## config.mk

```make
export PLATFORM = sky130hd
export DESIGN_NAME = apu_mix_ctrl_flat
export DESIGN_NICKNAME = d
export VERILOG_FILES = /design/src/rtl/apu_mix_ctrl_if.sv /design/src/rtl/apu_mix_ctrl.sv /design/src/flat_wrapper.sv
export SDC_FILE = /design/constraint.sdc
export NUM_CORES = 1
export LEC_CHECK = 0
export ABC_AREA = 1
export CAP_MARGIN = 40
export CORE_MARGIN = 2
export CORE_UTILIZATION = 46
export CTS_CLUSTER_DIAMETER = 80
export DETAILED_ROUTE_END_ITERATION = 8
export PLACE_DENSITY = 0.89
export SLEW_MARGIN = 0
export SYNTH_ARGS = -nofsm -noshare
export SYNTH_HDL_FRONTEND = slang
export SYNTH_SLANG_ARGS = --single-unit
```

## constraint.sdc

```tcl
create_clock -name apuv_4mhz -period 1.3 [get_ports apuv_4mhz]
set_input_delay 0.26 -clock apuv_4mhz [delete_from_list [all_inputs] [get_ports apuv_4mhz]]
set_output_delay 0.26 -clock apuv_4mhz [all_outputs]
set_load 0.02 [all_outputs]
```

## src/rtl/apu_mix_ctrl_if.sv

```systemverilog
// CPU register bus for apu_mix_ctrl: register select, write/read strobes and data.
// The master drives the strobes and write data, the slave (mixer control) returns read data.
interface apu_mix_ctrl_if;
  logic [1:0] sel;
  logic       apu_wr;
  logic       cpu_rd;
  logic [7:0] din;
  logic [7:0] dout;
  logic       dout_oe;

  modport master (
    output sel,
    output apu_wr,
    output cpu_rd,
    output din,
    input  dout,
    input  dout_oe
  );

  modport slave (
    input  sel,
    input  apu_wr,
    input  cpu_rd,
    input  din,
    output dout,
    output dout_oe
  );
endinterface

```

## src/rtl/apu_mix_ctrl.sv

```systemverilog
// APU mixer control: VOL/PANR/PANL/CTRL registers, power gating, divider and master volume.
// Define APU_MIX_CTRL_RAMP_EN to step the master volume toward its target on ramp_tick.
module apu_mix_ctrl #(
  parameter int NCH   = 4,
  parameter int VOL_W = 3
) (
  input  logic             apuv_4mhz,
  input  logic             apu_reset,
  apu_mix_ctrl_if.slave    bus,
  input  logic [NCH-1:0]   ch_active,
  input  logic             ramp_tick,
  output logic [NCH-1:0]   lmix,
  output logic [NCH-1:0]   rmix,
  output logic [VOL_W-1:0] lvol,
  output logic [VOL_W-1:0] rvol,
  output logic             vin_l,
  output logic             vin_r,
  output logic             ajer_2mhz,
  output logic             dyfa_1mhz,
  output logic             chan_rst,
  output logic             ramp_busy
);

  localparam logic [1:0] SEL_VOL  = 2'd0;
  localparam logic [1:0] SEL_PANR = 2'd1;
  localparam logic [1:0] SEL_PANL = 2'd2;
  localparam logic [1:0] SEL_CTRL = 2'd3;

  localparam logic [7:0] VOL_FIELD = 8'((1 << VOL_W) - 1);
  localparam logic [7:0] VOL_MASK  = 8'h88 | (VOL_FIELD << 4) | VOL_FIELD;

  logic             power_q, power_d;
  logic [7:0]       vol_q, vol_d;
  logic [7:0]       panl_q, panl_d;
  logic [7:0]       panr_q, panr_d;
  logic [1:0]       div_q, div_d;
  logic             chan_rst_q;

  // Index 0 is the right side, index 1 the left side.
  logic [VOL_W-1:0] cur_q [2];
  logic [VOL_W-1:0] cur_d [2];
  logic [VOL_W-1:0] tgt   [2];

  logic             wr_ctrl;
  logic             wr_reg;
  logic             pwr_clear;

  // Only CTRL is writable while powered down; a CTRL write with bit7 low wipes the mixer.
  assign wr_ctrl   = bus.apu_wr && (bus.sel == SEL_CTRL);
  assign wr_reg    = bus.apu_wr && power_q && (bus.sel != SEL_CTRL);
  assign pwr_clear = wr_ctrl && !bus.din[7];

  assign tgt[0] = vol_q[VOL_W-1:0];
  assign tgt[1] = vol_q[4 +: VOL_W];

  always_comb begin
    power_d = power_q;
    vol_d   = vol_q;
    panl_d  = panl_q;
    panr_d  = panr_q;
    if (wr_ctrl) begin
      power_d = bus.din[7];
    end
    if (wr_reg) begin
      case (bus.sel)
        SEL_VOL:  vol_d  = bus.din & VOL_MASK;
        SEL_PANR: panr_d = bus.din;
        SEL_PANL: panl_d = bus.din;
        default:  vol_d  = vol_q;
      endcase
    end
    if (pwr_clear) begin
      vol_d  = '0;
      panl_d = '0;
      panr_d = '0;
    end
  end

  // The divider restarts from 0 on the edge after power-on and is forced to 0 on power-off.
  assign div_d = (power_q && power_d) ? div_q + 2'd1 : 2'd0;

  for (genvar gi = 0; gi < 2; gi++) begin : g_side
`ifdef APU_MIX_CTRL_RAMP_EN
    logic [VOL_W-1:0] step;
    assign step = (cur_q[gi] < tgt[gi]) ? cur_q[gi] + VOL_W'(1) :
                  (cur_q[gi] > tgt[gi]) ? cur_q[gi] - VOL_W'(1) : cur_q[gi];
    // Stepping uses the registered target, so a write on a tick edge takes effect next tick.
    assign cur_d[gi] = pwr_clear ? '0 : (ramp_tick ? step : cur_q[gi]);
`else
    assign cur_d[gi] = pwr_clear ? '0 : tgt[gi];
`endif
  end

`ifdef APU_MIX_CTRL_RAMP_EN
  assign ramp_busy = (cur_q[0] != tgt[0]) || (cur_q[1] != tgt[1]);
`else
  logic unused_ramp_tick;
  assign unused_ramp_tick = ramp_tick;
  assign ramp_busy        = 1'b0;
`endif

  always_ff @(posedge apuv_4mhz or posedge apu_reset) begin
    if (apu_reset) begin
      power_q    <= 1'b0;
      vol_q      <= '0;
      panl_q     <= '0;
      panr_q     <= '0;
      div_q      <= '0;
      chan_rst_q <= 1'b1;
      for (int i = 0; i < 2; i++) begin
        cur_q[i] <= '0;
      end
    end else begin
      power_q    <= power_d;
      vol_q      <= vol_d;
      panl_q     <= panl_d;
      panr_q     <= panr_d;
      div_q      <= div_d;
      chan_rst_q <= !power_q;
      for (int i = 0; i < 2; i++) begin
        cur_q[i] <= cur_d[i];
      end
    end
  end

  // CTRL read image: channel status in the low bits, unused bits high, power in bit7.
  logic [7:0] ctrl_rd;
  for (genvar gi = 0; gi < 7; gi++) begin : g_ctrl_bit
    if (gi < NCH) begin : g_act
      assign ctrl_rd[gi] = ch_active[gi];
    end else begin : g_one
      assign ctrl_rd[gi] = 1'b1;
    end
  end
  assign ctrl_rd[7] = power_q;

  if (NCH > 7) begin : g_ch7
    logic unused_ch7;
    assign unused_ch7 = ch_active[7];
  end

  logic [7:0] rd_mux;
  always_comb begin
    rd_mux = 8'hFF;
    case (bus.sel)
      SEL_VOL:  rd_mux = vol_q | ~VOL_MASK;
      SEL_PANR: rd_mux = panr_q;
      SEL_PANL: rd_mux = panl_q;
      SEL_CTRL: rd_mux = ctrl_rd;
      default:  rd_mux = 8'hFF;
    endcase
  end

  assign bus.dout    = bus.cpu_rd ? rd_mux : 8'hFF;
  assign bus.dout_oe = bus.cpu_rd;

  assign lmix      = panl_q[NCH-1:0] & {NCH{power_q}};
  assign rmix      = panr_q[NCH-1:0] & {NCH{power_q}};
  assign vin_l     = vol_q[7] & power_q;
  assign vin_r     = vol_q[3] & power_q;
  assign lvol      = cur_q[1];
  assign rvol      = cur_q[0];
  assign ajer_2mhz = div_q[0];
  assign dyfa_1mhz = div_q[1];
  assign chan_rst  = chan_rst_q;

endmodule

```

## src/flat_wrapper.sv

```systemverilog
// flat-port wrapper written by rule: the top's interface ports become plain ports
module apu_mix_ctrl_flat 
#(
  parameter int NCH   = 4,
  parameter int VOL_W = 3
)
  (apuv_4mhz, apu_reset, ch_active, ramp_tick, lmix, rmix, lvol, rvol, vin_l, vin_r, ajer_2mhz, dyfa_1mhz, chan_rst, ramp_busy, bus_sel, bus_apu_wr, bus_cpu_rd, bus_din, bus_dout, bus_dout_oe);
  apu_mix_ctrl_if bus_i ();
  input  logic apuv_4mhz;
  input  logic apu_reset;
  input  logic [NCH-1:0] ch_active;
  input  logic ramp_tick;
  output logic [NCH-1:0] lmix;
  output logic [NCH-1:0] rmix;
  output logic [VOL_W-1:0] lvol;
  output logic [VOL_W-1:0] rvol;
  output logic vin_l;
  output logic vin_r;
  output logic ajer_2mhz;
  output logic dyfa_1mhz;
  output logic chan_rst;
  output logic ramp_busy;
  input wire logic [$bits(bus_i.sel)-1:0] bus_sel;
  input wire logic [$bits(bus_i.apu_wr)-1:0] bus_apu_wr;
  input wire logic [$bits(bus_i.cpu_rd)-1:0] bus_cpu_rd;
  input wire logic [$bits(bus_i.din)-1:0] bus_din;
  output wire logic [$bits(bus_i.dout)-1:0] bus_dout;
  output wire logic [$bits(bus_i.dout_oe)-1:0] bus_dout_oe;
  assign bus_i.sel = bus_sel;
  assign bus_i.apu_wr = bus_apu_wr;
  assign bus_i.cpu_rd = bus_cpu_rd;
  assign bus_i.din = bus_din;
  assign bus_dout = bus_i.dout;
  assign bus_dout_oe = bus_i.dout_oe;
  apu_mix_ctrl #(.NCH(NCH), .VOL_W(VOL_W)) u_core (.apuv_4mhz(apuv_4mhz), .apu_reset(apu_reset), .bus(bus_i), .ch_active(ch_active), .ramp_tick(ramp_tick), .lmix(lmix), .rmix(rmix), .lvol(lvol), .rvol(rvol), .vin_l(vin_l), .vin_r(vin_r), .ajer_2mhz(ajer_2mhz), .dyfa_1mhz(dyfa_1mhz), .chan_rst(chan_rst), .ramp_busy(ramp_busy));
endmodule
```

# Word level (Yosys, flattened, before mapping)
# Index checks and enable logic that the tools add are counted.
# classes
n_eq_ne	4
n_addsub	1
reduce_logical	15
mux	15
bitwise_logic	4
# ops
cell	n
8-bit two-way mux	10
8-bit one-hot mux with 4 select lines	1
4-bit AND	2
2-bit nonzero test	4
3-bit two-way mux	2
2-bit AND reduction	3
1-bit logical AND	5
2-bit equality test (second input constant)	2
2-bit by 1-bit adder with 2-bit output (second input constant)	1
1-bit AND	2
2-bit by 1-bit equality test with 1-bit output (second input constant)	1
1-bit zero test	2
2-bit zero test	1
2-bit two-way mux	1
2-bit != test (second input constant)	1
1-bit two-way mux	1
# word_totals
out_inout_bits	29
wordCells	47
ff_bits	34
inputBits	19

# Logic depth before layout (Yosys ltp)
# depth
ltp_word	5
depth_mapped	6
mapped_depth_nobuf	5

# Least setup slack after synthesis
# OpenSTA, ideal clock, no wires.
# synth_path
kind	input to output
from	in bus_sel[1]
to	out bus_dout[6]
t_arrival_ns	1.101
n_path_buf	2
setup_slack_ns	-0.061
cell_stages	4
required_time_ns	1.040
path_cell_list	buf_4 buf_4 a21oi_1 o21ai_0
# synth_between
elab_chain_cells	3
elab_cells_between_ends	6
classes_between	eq/ne: 3; mux: 2; reduce/logical: 1
# synth_lines
element	line	text
start: declaration	flat_wrapper.sv:23	input wire logic [$bits(bus_i.sel)-1:0] bus_sel;
2-bit equality test (tied with other cells)	apu_mix_ctrl.sv:145	case (bus.sel)
8-bit one-hot mux with 4 select lines (*)	apu_mix_ctrl.sv:145	
8-bit two-way mux (*)	apu_mix_ctrl.sv:154	assign bus.dout = bus.cpu_rd ? rd_mux : 8'hFF;
end: declaration	flat_wrapper.sv:27	output wire logic [$bits(bus_i.dout)-1:0] bus_dout;
# Every way passes the cells marked *; elsewhere a longest branch is shown, timed or not.

# Worst setup path after layout
# layout_path
from	reg u_core.power_q
to	out rmix[3]
# layout_between
elab_chain_cells	1
# layout_lines
element	line	text
start: declaration	apu_mix_ctrl.sv:32	logic power_q, power_d;
start signal: assignment	apu_mix_ctrl.sv:114	power_q <= power_d;
4-bit AND	apu_mix_ctrl.sv:158	assign rmix = panr_q[NCH-1:0] & {NCH{power_q}};
end: declaration	flat_wrapper.sv:14	output logic [NCH-1:0] rmix;
# Every way passes these cells.

==> impl_metrics.py <==
metrics = {
    "run_status": {
        "status": "complete, but fails checks",
        "violations": "negative setup slack",
    },
    "global_route": {
        "antenna_found_initial": 0,
        "global_route.usage.met1": 0.311,
        "first_global_vias": 1795,
        "use_met3": 0.0548,
        "grt_overflow_total": 0,
        "gr-usage-met2": 0.435,
        "first_pass_grt_wire_length_mm": 8.07,
        "grt_start_max_net_pins": 35,
        "grt_util_all_layers": 0.254,
        "top_usage_layer_grt": "met2",
    },
    "timing": {
        "hold_viol_final": 0,
        "finClkSkew_ps": 3.70,
        "setup_ws_ps": -190,
        "final_critical_delay_including_setup_and_external_delays_ps": 1490,
        "hold_ws_ps": 311,
        "finalCritPeriodShare": 1.15,
        "max_freq_ghz": 0.671,
        "setup_viol": 26,
        "unrepaired_setup_endpoints_after_global_routing": "true",
        "finalMaxSlewViolations": 0,
    },
    "placement": {
        "placement.io_buffers": 45,
        "dp_worst_setup_slack_ps": -952,
        "gp_routability_congestion": 0.937,
        "detailedPlacementHpwl_mm": 3.51,
    },
    "routing": {
        "antenna_violating_nets_post_route": 0,
        "finalWirelength_mm": 5.72,
        "violation_count_after_the_first_detailed_routing_iteration": 152,
        "viasPerCell": 5.32,
        "wire_per_inst_um": 16.2,
        "detailroute.via_count": 1879,
        "detail_route.first_pass.iterations": 4,
        "post-route-drc-count": 0,
    },
    "synth": {
        "seq_area_frac_synth": 0.490,
        "avgSynthCellArea_um2": 7.67,
        "distinct_cells_synth": 20,
        "synth_area_um2": 1740,
        "yosysWarnings": 0,
        "netlist_instances": 227,
        "postSynthRegisterBits": 34,
        "synth_nets": 246,
    },
    "power_and_ir_drop": {
        "combinationalPowerShare": 0.382,
        "power_frac_seq": 0.388,
        "power_report.internal_total_uw": 2360,
        "power_density_nw_per_um2": 1240,
        "p_switching_uw": 1320,
        "pwr-share-clk": 0.229,
        "ir_drop_mv": 0.738,
        "cellLeakagePower_uw": 0.00151,
        "power_switching_share": 0.358,
    },
    "clock_network": {
        "path_clk_slew_ps": 80,
        "cts_buffers": 5,
        "cts_num_sinks": 34,
        "hold_buffers": 0,
        "ctsLongestPathBuffers": 2,
        "clock_tree_from_tritoncts": "done",
        "cts_root_buf": "sky130_fd_sc_hd__clkbuf_8",
        "clock_latency_ps": 300,
        "cts_htree_levels": 2,
    },
    "final_layout": {
        "mostFrequentLayoutCell": "sky130_fd_sc_hd__nand2_1",
        "mostFrequentLayoutCells": "44 x sky130_fd_sc_hd__nand2_1, 33 x sky130_fd_sc_hd__nand3_2, 32 x sky130_fd_sc_hd__dfrtp_1",
        "antenna_cells": 0,
        "fillers": 213,
        "nets": 323,
        "fin_util": 0.808,
        "synth_to_final_area_change_pct": 69.9,
        "layout-drive-gt1-share": 0.462,
    },
    "floorplanning": {
        "die-width_um": 65.5,
        "std_cell_rows": 22,
        "fp.dieH_um": 65.5,
        "top_level_ports": 48,
        "area_inside_the_core_boundary_um2": 3660,
        "start_util": 0.475,
        "die_area_um2": 4290,
    },
    "setup_path": {
        "timing_worst_setup_path_type": "flip-flop to output pin",
        "critical_path_required_ps": 1040,
        "data_arrival_critical_path_ps": 1230,
        "cp_startpoint_kind": "flip-flop",
        "crit_fanout": 5,
        "worstSetupEndpointType": "output pin",
    },
    "run": {
        "maxCapViolCount": 0,
    },
    "min_path": {
        "holdCritPathClass": "primary input to async pin",
    },
}
## registers in the layout, summed over array words and instances, names as in the netlist
name	cells
u_core.chan_rst	1
u_core.vol_q	8
u_core.rvol	3
u_core.power_q	1
u_core.panr_q	8
u_core.panl_q	8
u_core.lvol	3
u_core.div_q	2
## layer usage
metal  vias to the layer above  share of wire
met2                        79           0.53
li1                        874              -
met3                        19          0.055
met1                       907           0.39
met4                         0          0.034
met5                         -              0
## per-stage QoR
step | total power (uW) | setup TNS, ps | area, um2 | instances
6_report | 3670 | -1800 | 2960 | 353
5_1_grt | 3850 | -3430 | 2960 | 353
4_1_cts | 3330 | -1250 | 2550 | 349
3_5_place_dp | 2540 | -23380 | 2440 | 339
3_3_place_gp | 2500 | -21400 | 2440 | 339
2_1_floorplan | 1950 | 0 | 1740 | 227
## synth_stat cells
master                     instances  area, um2
sky130_fd_sc_hd__nand2_2           3       18.8
sky130_fd_sc_hd__inv_1            28        105
sky130_fd_sc_hd__buf_4             4       30.0
sky130_fd_sc_hd__nand3_1          61        305
sky130_fd_sc_hd__buf_2             2       10.0
sky130_fd_sc_hd__o21ai_1           2       10.0
sky130_fd_sc_hd__nor2_1           12       45.0
sky130_fd_sc_hd__conb_1            1       3.75
sky130_fd_sc_hd__clkbuf_1          3       11.3
sky130_fd_sc_hd__o21ai_0           1       5.00
sky130_fd_sc_hd__nor2_4            2       22.5
sky130_fd_sc_hd__a21oi_1          11       55.1
sky130_fd_sc_hd__nor2_2            3       18.8
sky130_fd_sc_hd__xnor2_1           1       8.76
sky130_fd_sc_hd__inv_2             2       7.51
sky130_fd_sc_hd__buf_6             2       22.5
sky130_fd_sc_hd__nand2_1          54        203
sky130_fd_sc_hd__dfrtp_1          33        826
sky130_fd_sc_hd__dfstp_2           1       26.3
sky130_fd_sc_hd__nand4_1           1       6.26
## logic make-up after synthesis
| group | after synthesis | share of synthesized area |
|---|---|---|
| other | 1 | 0.00215 |
| buffers and inverters | 41 | 0.107 |
| DFF | 34 | 0.490 |
| AOI/OAI and AO/OA | 14 | 0.0403 |
| and+or+nand+nor | 136 | 0.356 |
| xor gates and xnor gates | 1 | 0.00503 |
## power groups by stage
stage                     clock network [uW]  logic (uW)  registers, uW
after floorplan                            0         490           1460
after global placement                     0        1120           1380
after detailed placement                   0        1150           1400
after CTS                                840        1110           1380
after global routing                     911        1500           1440
final                                    842        1400           1430
## timing repair
item	CTS	global route
gates resized for setup	132	96
pin swaps	10	44
setup endpoints to repair	61	46
gates cloned	0	1
buffers inserted	2	3
## area by class of cell
cell class | count | area (um2) | area share
well taps | 48 | 60.1 | 0.0203
clock buffers | 6 | 82.6 | 0.0279
multi-input cells | 152 | 1020 | 0.347
inverters | 30 | 131 | 0.0444
clock inverters | 2 | 12.5 | 0.00423
flip-flops and latches | 34 | 853 | 0.289
repair buffers | 81 | 792 | 0.268
## worst max-delay path, stage by stage, from the launching register on
cell,delay (ps)
sky130_fd_sc_hd__dfrtp_2,450
sky130_fd_sc_hd__buf_12,150
sky130_fd_sc_hd__buf_8,120
sky130_fd_sc_hd__nand2_2,60
sky130_fd_sc_hd__inv_2,40
sky130_fd_sc_hd__buf_6,120
## worst paths after layout
kind	startpoint	to	slack, ps	cells past startpoint
worst max register to register	u_core.power_q	u_core.panr_q[6]	-10	7
worst min-delay path	apu_reset	u_core.rvol[0]	310	3
worst min register to register	u_core.div_q[0]	u_core.div_q[0]	480	1
min in group apuv_4mhz	bus_apu_wr	u_core.power_q	440	5
worst max-delay path	u_core.power_q	rmix[3]	-190	5
max in group asynchronous	apu_reset	u_core.chan_rst	740	3
No activity file was read; power rests on OpenSTA's default activity.
